### config.mk
export PLATFORM = sky130hd
export DESIGN_NAME = next_pc
export DESIGN_NICKNAME = d
export VERILOG_FILES = /design/src/rtl/next_pc.sv
export SDC_FILE = /design/constraint.sdc
export NUM_CORES = 1
export LEC_CHECK = 0
export BUFFER_PORTS_ARGS = -buffer_cell sky130_fd_sc_hd__clkbuf_2
export CAP_MARGIN = 0
export CORE_MARGIN = 5
export CORE_UTILIZATION = 30
export DETAILED_ROUTE_END_ITERATION = 6
export PLACE_DENSITY = 0.7
export SYNTH_ARGS = -nofsm -noshare
export SYNTH_HDL_FRONTEND = slang
export SYNTH_SLANG_ARGS = --single-unit
export TNS_END_PERCENT = 20
### constraint.sdc
create_clock -name vclk -period 4.3
set_input_delay 0.43 -clock vclk [all_inputs]
set_output_delay 0.43 -clock vclk [all_outputs]
set_load 0.05 [all_outputs]
### src/rtl/next_pc.sv
// Next-PC selector for the single-cycle MIPS fetch unit: sequential, branch, jump or jr target.
// Optional sticky misaligned-target flag built only when NEXTPC_ALIGN_CHECK_EN is defined.
module next_pc #(
  parameter logic [31:0] RESET_PC = 32'h00003000
) (
  input  logic        clk,
  input  logic        reset,
  input  logic [31:0] oldPC,
  input  logic [31:0] imm32,
  input  logic [25:0] addr26,
  input  logic [31:0] ra32,
  input  logic [1:0]  PC_mux,
  output logic [31:0] newPC,
  output logic [31:0] pc_plus4
`ifdef NEXTPC_ALIGN_CHECK_EN
  ,
  output logic        addr_err
`endif
);

  typedef enum logic [1:0] {
    SEL_SEQ    = 2'b00,
    SEL_BRANCH = 2'b01,
    SEL_JUMP   = 2'b10,
    SEL_REG    = 2'b11
  } pc_sel_e;

  pc_sel_e     pc_sel;
  logic [31:0] branch_target;
  logic [31:0] jump_target;
  logic [31:0] selected_pc;

  assign pc_sel        = pc_sel_e'(PC_mux);
  assign pc_plus4      = oldPC + 32'd4;
  // The word offset's top two bits fall off the shift; wrap handles negative offsets.
  assign branch_target = pc_plus4 + {imm32[29:0], 2'b00};
  assign jump_target   = {pc_plus4[31:28], addr26, 2'b00};

  always_comb begin
    selected_pc = pc_plus4;
    unique case (pc_sel)
      SEL_SEQ:    selected_pc = pc_plus4;
      SEL_BRANCH: selected_pc = branch_target;
      SEL_JUMP:   selected_pc = jump_target;
      SEL_REG:    selected_pc = ra32;
    endcase
  end

  // Reset vector overrides the target combinationally, no clock edge involved.
  assign newPC = reset ? selected_pc : RESET_PC;

`ifdef NEXTPC_ALIGN_CHECK_EN
  always_ff @(posedge clk or negedge reset) begin
    if (!reset) begin
      addr_err <= 1'b0;
    end else if (selected_pc[1:0] != 2'b00) begin
      addr_err <= 1'b1;
    end
  end

  logic unused_bits;
  assign unused_bits = &{1'b0, imm32[31:30]};
`else
  logic unused_bits;
  assign unused_bits = &{1'b0, clk, imm32[31:30]};
`endif

endmodule

# After elaboration in Yosys (flattened, before gate mapping)
# Index checks and enable logic that the tools add are counted.
# W data, S select, Z words.
# classes
n_eq_ne,3
order_cmp,0
mux,2
shift,0
div,0
n_addsub,2
multipliers,0
n_reduce_logical,1
bitwise,0
# op_table
operator,n
$pmux W32 S4,1
$add A32 B3 Y32 const B,1
$add A32 B32 Y32,1
$mux W32,1
$eq A2 B2 Y1 const B,2
$eq A2 B1 Y1 const B,1
$logic_not A2 Y1,1
# totals
input_bits,126
latch_bits,0
mem_bits_ro,0
elab_cells,8
ramBits,0
ff_bits,0
out_inout_bits,64
mem_count,0

# Logic depth before layout (Yosys ltp)
# depth
word_depth,4
ltp_mapped,16
mapped_depth_nobuf,15

# Worst setup path before layout
# Ideal clock, no wire load.
# synth_timing
path_type,input port to output port
startpoint,input port oldPC[2]
endpoint,output port newPC[29]
stages,16
n_path_buf,1
t_required_ns,3.870
setup_slack_ns,-1.128
arrival_time_ns,4.998
cell_sequence,ha_1 and3_1 nand3_1 or2_1 nand2b_1 xnor2_1 ha_1 clkbuf_1 a21o_1 a21o_1 a21o_1 a221oi_1 a21oi_1 nand2_1 o211ai_1 a211oi_1
# synth_via
elab_chain_cells,4
# synth_rtl
element,line,rtl
from (decl),8,"input logic [31:0] oldPC,"
$add A32 B3 Y32,34,assign pc_plus4 = oldPC + 32'd4;
via pc_plus4[26],14,output logic [31:0] pc_plus4
$add A32 B32 Y32,36,"assign branch_target = pc_plus4 + {imm32[29:0], 2'b00};"
$pmux W32 S4,41,unique case (pc_sel)
$mux W32,50,assign newPC = reset ? selected_pc : RESET_PC;
to (decl),13,"output logic [31:0] newPC,"
# The timed path passes the listed nets, and every way through them passes these cells.

# Worst setup path in the final report
# layout_timing
startpoint,input port oldPC[3]
endpoint,output port newPC[29]
# layout_via
elab_chain_cells,4
# layout_rtl
element,line
$add A32 B3 Y32 *,34
$add A32 B32 Y32,36
$pmux W32 S4 *,41
$mux W32 *,50
# Mark *: on every way between the ends. The rest lies on a longest branch, timed or not.

==> impl_metrics.toml <==
[detailed_routing]
drcViolationCount = 0
wl_met2_mm = 6.51
avgRoutedWirePerCell_um = 17.8
routed_via_density = 5.44
finalWirelength_mm = 13.4
ant_nets = 0
top_layer = "met4"
vias = 4113
wl_met1_mm = 5.84
drt_iter0_drc = 266
route.met3.wl_um = 943
drt-pass1-iter-count = 4

[floorplan]
start_util = 0.307
die_h_um = 113
core_area_um2 = 10300
die-area_um2 = 12700
num_io_pins = 190
die_w_um = 113
row_count = 37

[status]
status = "finished clean"

[sta]
holdWs_ps = 1170
tightestPinTransition_ps = 762
rsz0062_at_grt = "true"
hold_viol = 0
min_period_ps = 4140
worst_slack_ps = 157
slew_viol_final = 0
fmax_mhz = 241
relSlewSlack = 0.491
period_share = 0.964
setup_violations = 0

[synth]
synth_top_family_by_area = "compound AO/OA/AOI/OAI gates"
yosysWarnings = 0
yosys.area_share.simple = 0.236
synth.top_cell.area_share = 0.142
avgSynthCellArea_um2 = 7.42
synth_top_area_cell = "ha_1"
synthXorXnorAreaFrac = 0.133
synth_compound_area_frac = 0.307
synth_mux_area_frac = 0.134
syn_nets = 590
synthesis.area_um2 = 3170
syn_inst = 427
synth_fa_ha_area_frac = 0.148
synthTopCellsByArea = "ha_1 (14%), mux4_2 (10%), xnor2_1 (9.4%), a21oi_1 (6.5%), a21o_1 (5.0%)"
yosysSeqAreaShare = 0
synth.distinct_cells = 53

[critical_path]
crit_arrival_ps = 3710
critical_path.top_delay_family = "compound AO/OA/AOI/OAI gates"
cpMaxStageDelayCell = "ha_2"
critPathMostFrequentCell = "a21o_1"
crit_buf_inv = 2
endpoint = "newPC[29]"
cp.required_ps = 3870
start_kind = "input pin"
cpPeakStageDelay_ps = 340
crit_chain = "clkbuf_2 -> ha_1 -> and3_1 -> nand3_1 -> or2_4 -> nand2b_2 -> xnor2_4 -> ha_2 -> a21o_1 -> a21o_1 -> a21o_1 -> a221oi_2 -> a21oi_1 -> nand2_1 -> o211ai_1 -> a211oi_4 -> buf_12"
critical_path.startpoint = "oldPC[3]"
crit_fanout = 5
endpoint_kind = "output port"
crit_type = "input pin to output port"
cp.depth = 17

[cells_and_area]
postLayoutCoreUtil = 0.451
drive_above_1_share = 0.437
fillers = 1041
seqCellArea_um2 = 0
num_antenna_cells = 0
area.growth.synth_to_final_pct = 46.8
finalNetCount = 785
flops_and_latches = 0
clock_buffers = 0

[global_routing]
grt_max_degree = 30
grt_pass1_wl_mm = 21.0
track_usage = 0.197
gr-total-overflow = 0
grt_pass1_vias = 4192
antenna_found_initial = 0

[place]
hpwlAfterDp_mm = 11.5
portBuffers = 187
gp_congestion = 0.951
place_ws_ps = 18.3

[min_path]
min_from = "oldPC[0]"
min_path_type = "input pin to output port"
hold_depth = 2

[power_and_ir_drop]
power_uw = 741
max-vdd-ir-drop_v = 0.0000978
p_leak_nw = 2.33
power_density_nw_per_um2 = 159

[run]
cap_violations = 0

[cts]
hold_buffers = 0
-- cell usage in the layout, fill, tap and decap left out, drive strengths merged, types with 13 or more instances in the layout --
cell type and instances:
and2 13, clkbuf 183, nor2 18, ha 36, a21oi 42, nand3 21
xnor2 34, buf 31, a21o 21, xor2 14, and3 14, mux4 14
nand2 38, o21ai 18
-- metal layers --
metal	vias to the layer above	global-route usage
met5	-	0
met4	0	0.0160
met3	10	0.0251
met2	162	0.354
met1	1917	0.261
li1	2024	-
-- through the flow --
step	area, um^2	std cells	setup TNS, ps
final	4650	756	0
after global routing	4650	756	-83.8
after CTS	4600	755	0
after detailed placement	4600	755	0
after global placement	4600	755	0
after floorplan	3350	427	-421
-- Yosys cell counts, drive strengths merged, types with 2 or more instances --
cell	number
a221oi	2
o2111ai	2
o21bai	4
xor2	14
o221ai	8
nand3	21
nor2b	3
a21boi	2
a31o	3
and2	13
mux4	14
nor3	7
and3	14
o21a	7
nor3b	2
ha	36
a311oi	2
mux2	8
nand2b	5
a21oi	42
o211a	2
inv	12
nor2	18
nand4	12
a31oi	7
a211oi	7
buf	4
o211ai	6
mux2i	2
xnor2	34
a21o	21
nand2	38
o21ai	18
clkbuf	17
a211o	2
and4	7
o31ai	2
-- final cells by class --
class                      instances  area, um^2  area share
multi-input combinational        394        3270       0.702
inverter                          12        45.0     0.00968
tap                              136         170      0.0366
timing repair buffer             214        1170       0.252
-- timing repair --
item / in CTS / in global routing
resized for setup: 0 / 14
endpoints found under the setup margin: 0 / 9
setup buffers: 0 / 1
-- where the power goes --
part           leakage (nW)  internal (mW)  switching (mW)
clock network             0              0               0
logic                  2.33          0.280           0.461
registers                 0              0               0
-- kinds of logic (layout without fill, tap and decap cells) --
kind of cell / count (synthesis) / in the layout
AO/OA/AOI/OAI: 141 / 141
adder cells (fa/ha/maj): 37 / 37
AND/OR/NAND/NOR: 144 / 144
buffers and inverters: 33 / 226
multiplexers: 24 / 24
XOR/XNOR: 48 / 48
-- worst min path at each step --
stage	slack (ps)	end
floorplan	980	pc_plus4[24]
global placement	1180	pc_plus4[0]
global route	1190	pc_plus4[0]
CTS	1180	pc_plus4[0]
finish	1170	pc_plus4[0]
detailed placement	1180	pc_plus4[0]
Note: power is estimated with default switching activity, not from simulation.
